===== config.mk =====
export PLATFORM = sky130hd
export DESIGN_NAME = down_counter
export DESIGN_NICKNAME = d
export VERILOG_FILES = /design/src/rtl/down_counter_pkg.sv /design/src/rtl/down_counter.sv
export SDC_FILE = /design/constraint.sdc
export NUM_CORES = 1
export LEC_CHECK = 0
export BUFFER_PORTS_ARGS = -buffer_cell sky130_fd_sc_hd__buf_2
export CAP_MARGIN = 20
export CORE_AREA = 3 3 40 42
export CTS_BUF_LIST = sky130_fd_sc_hd__clkbuf_16
export DETAILED_ROUTE_END_ITERATION = 10
export DIE_AREA = 0 0 43 45
export HOLD_SLACK_MARGIN = 0.08
export PLACE_DENSITY_LB_ADDON = 0.25
export SKIP_LAST_GASP = 1
export SLEW_MARGIN = 10
export SYNTH_ARGS = -nofsm -noshare
export SYNTH_HDL_FRONTEND = slang
export SYNTH_SLANG_ARGS = --single-unit

===== constraint.sdc =====
create_clock -name clk -period 3.8 [get_ports clk]
set_input_delay 0.95 -clock clk [delete_from_list [all_inputs] [get_ports clk]]
set_output_delay 0.95 -clock clk [all_outputs]
set_load 0.05 [all_outputs]

===== src/rtl/down_counter_pkg.sv =====
// down_counter_pkg: state encoding and default width shared by the down_counter block.
package down_counter_pkg;

    localparam int WIDTH_DEF = 4;

    typedef enum logic [1:0] {
        IDLE = 2'd0,
        RUN  = 2'd1,
        DONE = 2'd2
    } state_e;

endpackage


===== src/rtl/down_counter.sv =====
// down_counter: loadable countdown timer with valid/ready load, terminal-count pulse and done status.
// Define DOWN_COUNTER_RELOAD_EN for periodic operation (auto-reload on terminal count).
module down_counter
    import down_counter_pkg::*;
#(
    parameter int WIDTH = WIDTH_DEF
) (
    input  logic             clk,
    input  logic             reset,
    input  logic             load_valid,
    output logic             load_ready,
    input  logic [WIDTH-1:0] load_value,
    input  logic             enable,
    input  logic             abort,
    output logic [WIDTH-1:0] count,
    output logic             busy,
    output logic             tc,
    output logic             done
);

    state_e           state_q, state_d;
    logic [WIDTH-1:0] count_q, count_d;
    logic             tc_q, tc_d;
    logic             load_acc;

    assign load_ready = (state_q != RUN) && !abort;
    assign load_acc   = load_valid && load_ready;
    assign count      = count_q;
    assign busy       = state_q == RUN;
    assign done       = state_q == DONE;
    assign tc         = tc_q;

`ifdef DOWN_COUNTER_RELOAD_EN
    logic [WIDTH-1:0] reload_q, reload_d;

    always_comb begin
        reload_d = (load_acc && load_value != '0) ? load_value : reload_q;
    end

    always_ff @(posedge clk or negedge reset) begin
        if (!reset) reload_q <= '0;
        else        reload_q <= reload_d;
    end
`endif

    always_comb begin
        state_d = state_q;
        count_d = count_q;
        tc_d    = 1'b0;
        if (abort) begin
            state_d = IDLE;
            count_d = '0;
        end else if (load_acc) begin
            count_d = load_value;
            state_d = (load_value != '0) ? RUN : DONE;
            tc_d    = load_value == '0;
        end else if (state_q == RUN && enable) begin
            if (count_q <= WIDTH'(1)) begin
                tc_d = 1'b1;
`ifdef DOWN_COUNTER_RELOAD_EN
                count_d = reload_q;
`else
                count_d = '0;
                state_d = DONE;
`endif
            end else begin
                count_d = count_q - WIDTH'(1);
            end
        end
    end

    always_ff @(posedge clk or negedge reset) begin
        if (!reset) begin
            state_q <= IDLE;
            count_q <= '0;
            tc_q    <= 1'b0;
        end else begin
            state_q <= state_d;
            count_q <= count_d;
            tc_q    <= tc_d;
        end
    end

endmodule

### Yosys cells after proc, flatten, opt, wreduce, memory -nomap -nowiden

Index checks and enable logic that the tools add are counted.

| storage, ports and cells | value |
|---|---|
| output and inout port bits | 8 |
| register bits | 7 |
| logic and storage cells | 30 |
| input port bits | 9 |

| cells by class | value |
|---|---|
| equal/unequal tests | 3 |
| reduce and logical (&&, ||, !) cells | 9 |
| muxes and demuxes | 13 |
| $lt $le $gt $ge | 1 |
| add/sub/neg operators | 1 |

Operators with widths:

| kind | number |
|---|---|
| 4-bit 2-to-1 mux | 4 |
| 2-bit 2-to-1 mux | 5 |
| 3-bit nonzero test | 2 |
| 4-bit by 1-bit <= comparator with 1-bit output (second input constant) | 1 |
| 4-bit zero test | 1 |
| 1-bit 2-to-1 mux | 4 |
| 4-bit nonzero test | 1 |
| 4-bit by 1-bit subtractor with 4-bit output (second input constant) | 1 |
| 1-bit logical AND | 3 |
| 2-bit by 1-bit equality test with 1-bit output (second input constant) | 1 |
| 2-bit equality test (second input constant) | 1 |
| 2-bit by 1-bit inequality test with 1-bit output (second input constant) | 1 |
| 2-bit AND reduction | 1 |
| 1-bit zero test | 1 |

### Longest topological paths before layout

| logic depth | value |
|---|---|
| depth after elaboration | 5 |
| gate-level depth with buffers | 6 |

### Least setup slack after synthesis

No wires, ideal clock.

| timing | value |
|---|---|
| kind | input port to output port |
| start point | input abort |
| end point | output load_ready |
| stages on the path | 1 |
| buffers on the path | 0 |
| setup slack | 1246 ps |
| data arrival time | 1604 ps |
| cell sequence | nor2_1 |

| between the ends | value |
|---|---|
| longest elaborated chain between the ends | 2 |

Ends and longest elaborated chain:

| element | RTL line | RTL |
|---|---|---|
| from (decl) | down_counter.sv:14 | `input logic abort,` |
| 1-bit zero test | down_counter.sv:26 | `assign load_ready = (state_q != RUN) && !abort;` |
| 1-bit logical AND | down_counter.sv:26 |  |
| to (decl) | down_counter.sv:11 | `output logic load_ready,` |

No other way between the ends.

### Worst setup path after layout

Ends and elaborated chain as after synthesis.

==> flow_metrics.tcl <==
set metrics [dict create \
    timing.final.crit_period_ns 2.38 \
    cts_hold_buf 0 \
    fin_hold_ws_ns 0.547 \
    synth_nets 59 \
    post_cts_buffers 0 \
    seq_area_sq_um 175 \
    wl_um 1140 \
    fin_crit_sh_pct 62.6 \
    numClockSinks 7 \
    initial_core_util_pct 36.4 \
    fin_skew_ns 0.000934 \
    cts_buffer_depth 2 \
    synth-edff-count 0 \
    critPathMostFrequentCell "buf_2" \
    drive_gt1_share_pct 34.3 \
    htreeDepth 1 \
    grt_pass1_vias 402 \
    ys_warn_count 0 \
    powerDensity_mw_per_mm2 648 \
    ant_nets 0 \
    postSynthCellCount 48 \
    synth_seq_cells 7 \
    path_buf_inv 2 \
    cts_resized 0 \
    cp_data_required_time_ns 2.85 \
    path_class "in -> out" \
    antenna_found_initial 0 \
    clk_latency_ns 0.23 \
    worstMarginPinSlew_ns 0.588 \
    relSlewSlack_pct 60.5 \
    endpoint_kind "output port" \
    routabilityCongestion 0.807 \
    diodes 0 \
    synth_ff_type "dfrtp_1" \
    synth_largest_area_cell "dfrtp_1" \
    io_buffers 16 \
    fin_util_pct 49.8 \
    area_growth_pct 36.6 \
    synth.distinct_cells 25 \
    finalSetupViolCount 0 \
    die_w_um 43 \
    finalNonFillerCells 82 \
    crit_family "buffers and inverters" \
    cp_slowest_cell "buf_2" \
    synthTopCellsByCount "dfrtp_1 (7), inv_1 (6), a22oi_1 (3), nor2_1 (3)" \
    first_pass_iters 4 \
    hold_viol 0 \
    root_buffer "clkbuf_16" \
    rows 13 \
    ys_async_sr_fraction_pct 100 \
    grt_overflow 0 \
    cp-start-kind "input port" \
    wl_per_cell_um 13.9 \
    synth_area_per_cell_sq_um 9.75 \
    nFillCells 122 \
    synth_area_sq_um 468 \
    setup-tns-final_ns 0 \
    power_leakage_nw 0.324 \
    dp_cells 78 \
    status "completed" \
    final_nets 79 \
    cp_data_arrival_time_ns 1.43 \
    ir_drop_mv 0.281 \
    max_freq_mhz 421 \
    cpPeakStageDelay_ns 0.26 \
    netlist.area_leader.share_pct 37.4 \
    drc 0 \
    grt_setup_unrepaired "false" \
    vias 431 \
    max_cap_viol_count 0 \
    yosysMostFrequentCell "dfrtp_1" \
    cts_buffers 3 \
    grt_use_total_pct 13.8 \
    hold_class "in -> async" \
    via_per_inst 5.26 \
    ff2ff_setup_slack_ns 2.28 \
    synth_area_leaders "dfrtp_1 (37%), ha_1 (5.3%), a22oi_1 (4.8%), inv_1 (4.8%), a221o_1 (4.3%)" \
    die-area_sq_mm 0.00194 \
    clk_pin_slew_ns 0.04 \
    grt_max_degree 9 \
    die_y_um 45 \
    r2r_start "count[0]" \
    drt-initial-drc-count 9 \
    r2r_cells 6 \
    yosysSeqAreaShare_pct 37.4 \
    crit_fanout 5 \
    path_cells "buf_2 > nor2_1 > buf_2" \
    io_pins 17 \
    grt_pass1_wl_um 1860 \
    cts_tree "built" \
    timing.rr.end "state_q[1]" \
    drv_slew 0 \
    core_area_sq_mm 0.00128 \
    multi_input_area_sq_um 263 \
]
[cell type report]
cell class / count / share of cell area [%]
multi-input cells: 34 / 41.1
flip-flops and latches: 7 / 27.4
repair buffers: 16 / 12.5
clock buffers: 3 / 11.7
inverters: 6 / 3.52
well taps: 15 / 2.94
clock inverters: 1 / 0.783
[through the flow]
step | total power, mW | setup WS (ns) | cell area [sq um]
floorplan | 0.199 | 1.25 | 468
global placement | 0.230 | 1.43 | 559
finish | 0.414 | 1.42 | 639
CTS | 0.419 | 1.42 | 639
global route | 0.437 | 1.41 | 639
detailed placement | 0.230 | 1.43 | 559
[worst reg2reg max path: stages, from the launching register on]
cell and delay [ns]:
dfrtp_1 0.42, inv_1 0.09, ha_1 0.19, nor2_1 0.05
nor3_1 0.35, a221o_1 0.21, and3_1 0.15
[per-layer routing]
metal	vias to the layer above	routed length [um]	GRT usage, %
met5	-	0	0
met4	0	19	5.42
met3	4	89	7.57
met2	10	565	21.9
met1	201	463	15.8
li1	216	-	-
[how the worst max path moves through the flow]
stage	endpoint	cells past startpoint	startpoint	slack (ns)
after floorplan	load_ready	1	abort	1.25
after CTS	load_ready	3	abort	1.42
after detailed placement	load_ready	3	abort	1.43
final	load_ready	3	abort	1.42
after global routing	load_ready	3	abort	1.41
after global placement	load_ready	3	abort	1.43
[state kept, by name (all words and copies together) (netlist names)]
signal,count
count,4
state_q,2
tc,1
[power breakdown]
part | switching, mW | internal, mW | leakage, nW
Combinational | 0.0884 | 0.0431 | 0.191
Sequential | 0.0139 | 0.0861 | 0.0928
Clock | 0.0446 | 0.138 | 0.0409
Total | 0.147 | 0.268 | 0.324
[cells in the final DEF, fill, tap and decap left out, drive strengths merged, types with 3 or more instances in the layout]
cell type / instances
buf: 16
dfrtp: 7
inv: 6
nor2: 3
a22oi: 3
clkbuf: 3
o31ai: 3
[logic make-up (layout without fill, tap and decap cells)]
kind of cell,Yosys count,after routing,synth area share [%]
and+or+nand+nor,16,16,23.5
buffers and inverters,7,26,6.42
DFF,7,7,37.4
AOI/OAI and AO/OA,13,13,21.1
muxes,2,2,4.28
adders and majority gates,2,2,5.35
xor gates and xnor gates,1,1,1.87
No activity file was read; power rests on OpenSTA's default activity.
